==> src/rtl/rf_pkg.sv <==
// Shared definitions for the parametrised integer register file.
package rf_pkg;

    localparam int unsigned RF_XLEN = 32;
    localparam int unsigned RF_NREG = 32;

    typedef enum logic {
        RF_CLEAR = 1'b0,
        RF_IDLE  = 1'b1
    } rf_state_e;

    // One byte lane of a byte-masked write: take the new byte where enabled.
    function automatic logic [7:0] rf_merge(
        input logic [7:0] old_b,
        input logic [7:0] new_b,
        input logic       be
    );
        return be ? new_b : old_b;
    endfunction

endpackage

==> src/rtl/rf_read_port.sv <==
// One register-file read port: array mux, hard-wired zero and same-cycle write bypass.
module rf_read_port
    import rf_pkg::*;
#(
    parameter  int unsigned XLEN     = RF_XLEN,
    parameter  int unsigned NREG     = RF_NREG,
    parameter  int unsigned ZERO_REG = 1,
    parameter  int unsigned BYPASS   = 1,
    localparam int unsigned AW       = $clog2(NREG),
    localparam int unsigned NB       = XLEN / 8
) (
    input  logic                 idle_i,
    input  logic [NREG*XLEN-1:0] regs_i,
    input  logic [AW-1:0]        ra_i,
    input  logic                 we_i,
    input  logic [AW-1:0]        wa_i,
    input  logic [NB-1:0]        wbe_i,
    input  logic [XLEN-1:0]      wd_i,
    output logic [XLEN-1:0]      rd_o
);

    logic [XLEN-1:0] stored;

    always_comb begin
        stored = regs_i[32'(ra_i) * XLEN +: XLEN];
        rd_o   = stored;
        if (!idle_i || (ZERO_REG != 0 && ra_i == '0)) begin
            rd_o = '0;
        end else if (BYPASS != 0 && we_i && wa_i == ra_i) begin
            for (int unsigned i = 0; i < NB; i++) begin
                rd_o[8*i +: 8] = rf_merge(stored[8*i +: 8], wd_i[8*i +: 8], wbe_i[i]);
            end
        end
    end

endmodule

==> src/rtl/regfile_mp.sv <==
// Multi-port integer register file with byte-enabled writes, optional bypass
// and a one-entry-per-cycle clear sweep after reset or on request.
module regfile_mp
    import rf_pkg::*;
#(
    parameter  int unsigned XLEN     = RF_XLEN,
    parameter  int unsigned NREG     = RF_NREG,
    parameter  int unsigned NRD      = 2,
    parameter  int unsigned ZERO_REG = 1,
    parameter  int unsigned BYPASS   = 1,
    localparam int unsigned AW       = $clog2(NREG),
    localparam int unsigned NB       = XLEN / 8
) (
    input  logic                clk,
    input  logic                rst,
    input  logic                clear,
    output logic                busy,
    input  logic [NRD*AW-1:0]   ra,
    output logic [NRD*XLEN-1:0] rd,
    input  logic                we,
    input  logic [AW-1:0]       wa,
    input  logic [NB-1:0]       wbe,
    input  logic [XLEN-1:0]     wd
);

    rf_state_e             state_q, state_d;
    logic [AW-1:0]         cnt_q, cnt_d;
    logic [XLEN-1:0]       mem_q [NREG];
    logic [NREG*XLEN-1:0]  regs_flat;
    logic [XLEN-1:0]       wr_merged;
    logic                  wr_en;
    logic                  idle;

    always_ff @(posedge clk or posedge rst) begin
        if (rst) begin
            state_q <= RF_CLEAR;
            cnt_q   <= '0;
        end else begin
            state_q <= state_d;
            cnt_q   <= cnt_d;
        end
    end

    always_comb begin
        state_d = state_q;
        cnt_d   = cnt_q;
        unique case (state_q)
            RF_CLEAR: begin
                cnt_d = cnt_q + 1'b1;
                if (cnt_q == AW'(NREG - 1)) state_d = RF_IDLE;
            end
            RF_IDLE: begin
                if (clear) begin
                    state_d = RF_CLEAR;
                    cnt_d   = '0;
                end
            end
            default: state_d = RF_CLEAR;
        endcase
    end

    always_comb begin
        busy = (state_q == RF_CLEAR);
        idle = (state_q == RF_IDLE);
    end

    always_comb begin
        wr_en = idle && we && !(ZERO_REG != 0 && wa == '0);
        for (int unsigned i = 0; i < NB; i++) begin
            wr_merged[8*i +: 8] = rf_merge(mem_q[wa][8*i +: 8], wd[8*i +: 8], wbe[i]);
        end
    end

    // Array has no reset; the sweep is what makes its contents known.
    always_ff @(posedge clk) begin
        if (!idle) begin
            mem_q[cnt_q] <= '0;
        end else if (wr_en) begin
            mem_q[wa] <= wr_merged;
        end
    end

    for (genvar r = 0; r < NREG; r++) begin : g_flat
        assign regs_flat[r*XLEN +: XLEN] = mem_q[r];
    end

    for (genvar k = 0; k < NRD; k++) begin : g_rd
        rf_read_port #(
            .XLEN     (XLEN),
            .NREG     (NREG),
            .ZERO_REG (ZERO_REG),
            .BYPASS   (BYPASS)
        ) u_rd (
            .idle_i (idle),
            .regs_i (regs_flat),
            .ra_i   (ra[k*AW +: AW]),
            .we_i   (we),
            .wa_i   (wa),
            .wbe_i  (wbe),
            .wd_i   (wd),
            .rd_o   (rd[k*XLEN +: XLEN])
        );
    end

endmodule

==> config.mk <==
export PLATFORM = sky130hd
export DESIGN_NAME = regfile_mp
export DESIGN_NICKNAME = d
export VERILOG_FILES = /design/src/rtl/rf_pkg.sv /design/src/rtl/rf_read_port.sv /design/src/rtl/regfile_mp.sv
export SDC_FILE = /design/constraint.sdc
export NUM_CORES = 1
export LEC_CHECK = 0
export CORE_UTILIZATION = 35
export DETAILED_ROUTE_END_ITERATION = 7
export PLACE_DENSITY_LB_ADDON = 0.3
export SETUP_SLACK_MARGIN = 0.1
export SYNTH_ARGS = -nofsm -noshare
export SYNTH_HDL_FRONTEND = slang
export SYNTH_HIERARCHICAL = 1
export SYNTH_SLANG_ARGS = --single-unit
export TNS_END_PERCENT = 5
==> constraint.sdc <==
create_clock -name clk -period 2.9 [get_ports clk]
set_input_delay 0.58 -clock clk [delete_from_list [all_inputs] [get_ports clk]]
set_output_delay 0.58 -clock clk [all_outputs]
set_load 0.02 [all_outputs]
==> metrics.csv, run 1 <==
stage;metric;value;unit
cells_and_area;combined area of the multi-input logic cells;0.0192;mm^2
critical_path;CP Launch Type;flip-flop;
synth;cell taking the most area after synthesis;sky130_fd_sc_hd__edfxtp_1;
job;number of max-cap violations;0;
cts;maximum buffer depth of the clock tree;3;
synth;number of flops mapped to enable cells by yosys;1024;
synth;Async SR Flop Fraction;0.583;%
grt;first-pass GRT wire length;223;mm
min_path;Hold Crit Class;input pin to asynchronous set/reset pin;
floorplanning;Row Count;138;
cts;number of buffers created by CTS;109;
critical_path;Crit-path slowest cell;sky130_fd_sc_hd__mux4_2;
cts;CTS tree;yes;
route;final WL;154;mm
floorplanning;height of the die;381;um
cells_and_area;final cell utilization of the core;45.0;%
critical_path;cell chain of the critical path;mux4_2 -> mux2_2 -> o211ai_1 -> nand3_1 -> buf_2;
timing;hold slack final;0.238;ns
grt;initial antenna violation count;3;
route;via density per instance;5.78;
synth;area share of fa/ha/maj cells after synthesis;0.0496;%
cells_and_area;layout net count;3365;
cells_and_area;area used by sequential logic in the layout;0.0309;mm^2
floorplanning;Chip Width;381;um
synth;leading cell type by number of instances after synthesis;sky130_fd_sc_hd__edfxtp_1;
synth;most common library cells after synthesis;1,024 x sky130_fd_sc_hd__edfxtp_1, 512 x sky130_fd_sc_hd__mux4_2, 200 x sky130_fd_sc_hd__nand2_1;
synth;prevailing post-synth register cell;sky130_fd_sc_hd__edfxtp_1;
cells_and_area;antenna diode count;0;
pwr;worst voltage drop across the vdd grid;0.000529;V
timing;part of the cycle the worst path needs;113;%
critical_path;kind of end point of the critical path;output port;
route;DRC;0;
route;antenna violation net count after detailed routing;0;
cts;CTS sink cnt;1030;
route;Via Count;30567;
synth;YS warnings;6;
cts;insertion delay of the later-clocked pin in the worst-skew pair;0.73;ns
floorplanning;Core ar.;0.142;mm^2
placed_design;routability congestion estimate from global placement;0.903;
critical_path;largest driver fanout on the critical path;2;
timing;min setup slack post-route;-0.363;ns
timing;setup repair after global routing missed its margin;yes;
synth;post-synth top area share;61.0;%
grt;global-route usage over all layers;21.0;%
outcome;violated checks;negative setup slack;
timing;Tightest Pin Transition;0.731;ns
critical_path;data required time at the worst endpoint;2.32;ns
timing;worst slew slack as a fraction of its limit;51.1;%
critical_path;max incr delay on CP;0.47;ns
timing;min Tclk post-route;3.26;ns
floorplanning;effective utilization at floorplan;35.4;%
synth;multiplexer share of the synthesized area;28.5;%
placed_design;count of buffers inserted at the top-level ports;119;
route;wire length per cell;29.1;um
floorplanning;number of I/O pins;120;
synth;main combinational cell family by area after synthesis;multiplexers;
synth;xor/xnor share of the synthesized area;0.174;%
timing;Worst Skew;0.0365;ns
synth;sequential area share after synthesis;61.3;%
cts;Worst-path clk slew;0.06;ns
timing;max-slew violation total from the final report;0;
pwr;final total power;42.0;mW
critical_path;CP bufs+invs;1;
critical_path;Top Family by Delay on Critical Path;multiplexers;
timing;number of endpoints failing setup at the final stage;64;
synth;syn avg cell area;18.5;um^2
synth;Synth Area in Simple Gates;4.90;%
cts;Hold-fix buffers, CTS;0;
synth;nets in the synthesized netlist;2783;
grt;via count of the first global-routing pass;32191;
cells_and_area;layout cells sized above 1;46.3;%
floorplanning;Die Area;0.146;mm^2
synth;synthesis-stage register bit count;1030;
pwr;power density of the placed cells;656;mW/mm^2
synth;largest cells by area after synthesis;sky130_fd_sc_hd__edfxtp_1 61%, sky130_fd_sc_hd__mux4_2 23%, sky130_fd_sc_hd__mux2_2 2.9%;
synth;number of unique standard cell types used by synthesis;55;
critical_path;Data arrival, critical path;2.68;ns
cells_and_area;count of fill cells added during filler insertion;12096;
cts;clock root cell;sky130_fd_sc_hd__clkbuf_16;
route;number of DRC markers after the initial detailed-route iteration;3104;
outcome;status;complete, but fails checks;
synth;post-synthesis cell count;2726;
synth;compound-cell area share of the yosys netlist;2.74;%
grt;largest net degree at the start of global routing;37;
timing;FMAX;0.306;GHz
placed_design;Detailed Place HPWL;105;mm
critical_path;critical path type;flip-flop to output port;
timing;final hold violations;0;
route;number of detailed-routing iterations run before antenna repair;6;
synth;total standard cell area after synthesis;0.0504;mm^2
cells_and_area;synth-to-layout area growth;27.1;%
cts;number of levels in the clock H-tree;3;
grt;GR Overflow Total;0;
pwr;Static Leak;22.1;nW
path summary, 6_finish.rpt:
kind / slack (ns) / from / cells after the start / to
max reg2reg: 0.18 / idle$_DFF_PP0_ / 8 / mem_q[28][22]$_DFFE_PP_
max in group asynchronous: 2.42 / rst / 2 / idle$_DFF_PP0_
min reg2reg: 0.64 / cnt_q[3]$_DFFE_PP0P_ / 1 / cnt_q[3]$_DFFE_PP0P_
max: -0.36 / mem_q[19][16]$_DFFE_PP_ / 5 / rd[48]
min: 0.24 / rst / 2 / cnt_q[4]$_DFFE_PP0P_
min in group clk: 0.64 / cnt_q[3]$_DFFE_PP0P_ / 1 / cnt_q[3]$_DFFE_PP0P_
routing by layer:
metal  track usage, %  part of all wire, %  vias to the layer above
met5                0               0.0084                        -
met4             7.50                  3.5                        2
met3             2.86                  7.0                      280
met2             36.1                   51                     1272
met1             27.3                   39                    16247
li1                 -                    -                    12766
area by class of cell:
cell class | count | area share [%]
flip-flops and latches | 1030 | 48.2
repair buffers | 691 | 12.6
multi-input cells | 1464 | 29.9
inverters | 12 | 0.0703
well taps | 1890 | 3.69
clock buffers | 133 | 4.53
clock inverters | 64 | 0.932
state kept, by name, summed over array words and instances, names as in the netlist:
register,count
idle,1
cnt_q,5
mem_q,1024
kinds of logic after synthesis:
family | after synthesis
AOI/OAI and AO/OA | 187
xor gates and xnor gates | 10
adders and majority gates | 2
buffers and inverters | 232
DFF | 1030
muxes | 776
and+or+nand+nor | 489
stage by stage:
stage / area, um^2 / setup TNS [ns] / setup WS (ns) / cells
floorplan: 50400 / -22.45 / -0.136 / 2726
global placement: 58700 / -914.40 / -1.08 / 5006
detailed placement: 58700 / -951.42 / -1.05 / 5006
CTS: 63300 / -19.11 / -0.453 / 5245
global route: 64100 / -20.47 / -0.440 / 5284
finish: 64100 / -17.09 / -0.363 / 5284
layout by cell type (no fill, tap or decap), drive strengths merged, types with 11 or more instances in the layout:
master	synthesis	layout
o211ai	128	128
mux2	131	131
buf	162	634
nand2	200	200
clkdlybuf4s50	0	39
clkbuf	58	140
and3	12	12
mux4	512	512
and2	36	36
clkinv	0	42
nand3	71	71
edfxtp	1024	1024
nor3	90	90
nor4	41	41
mux2i	133	133
inv	12	18
a31oi	14	14
nor2	11	11
where the power goes:
| group | leakage [nW] | total (mW) | switching [mW] | internal (mW) |
|---|---|---|---|---|
| Clock | 1.70 | 13.8 | 5.86 | 7.97 |
| Combinational | 10.6 | 9.48 | 5.17 | 4.31 |
| Sequential | 9.84 | 18.7 | 0.636 | 18.1 |
timing repair:
item,CTS,global route
setup endpoints to repair,539,463
gates cloned,6,6
gates resized for setup,397,96
setup buffers,36,33
pin swaps,66,50
worst reg2reg max path, stage by stage, from the launching register on:
cell,delay [ns]
sky130_fd_sc_hd__dfrtp_2,0.43
sky130_fd_sc_hd__buf_6,0.17
sky130_fd_sc_hd__nand2_2,0.09
sky130_fd_sc_hd__a211oi_4,0.59
sky130_fd_sc_hd__buf_6,0.26
sky130_fd_sc_hd__mux2i_4,0.31
sky130_fd_sc_hd__buf_4,0.16
sky130_fd_sc_hd__nor3b_1,0.18
sky130_fd_sc_hd__buf_4,0.23
(Power assumes the default switching activity.)
==> inputs of run 2 (changes only) <==
- SLEW_MARGIN: default -> 20
==> results of run 2 <==
Same layout as run 1: the final DEF is identical, and so are final timing and power.
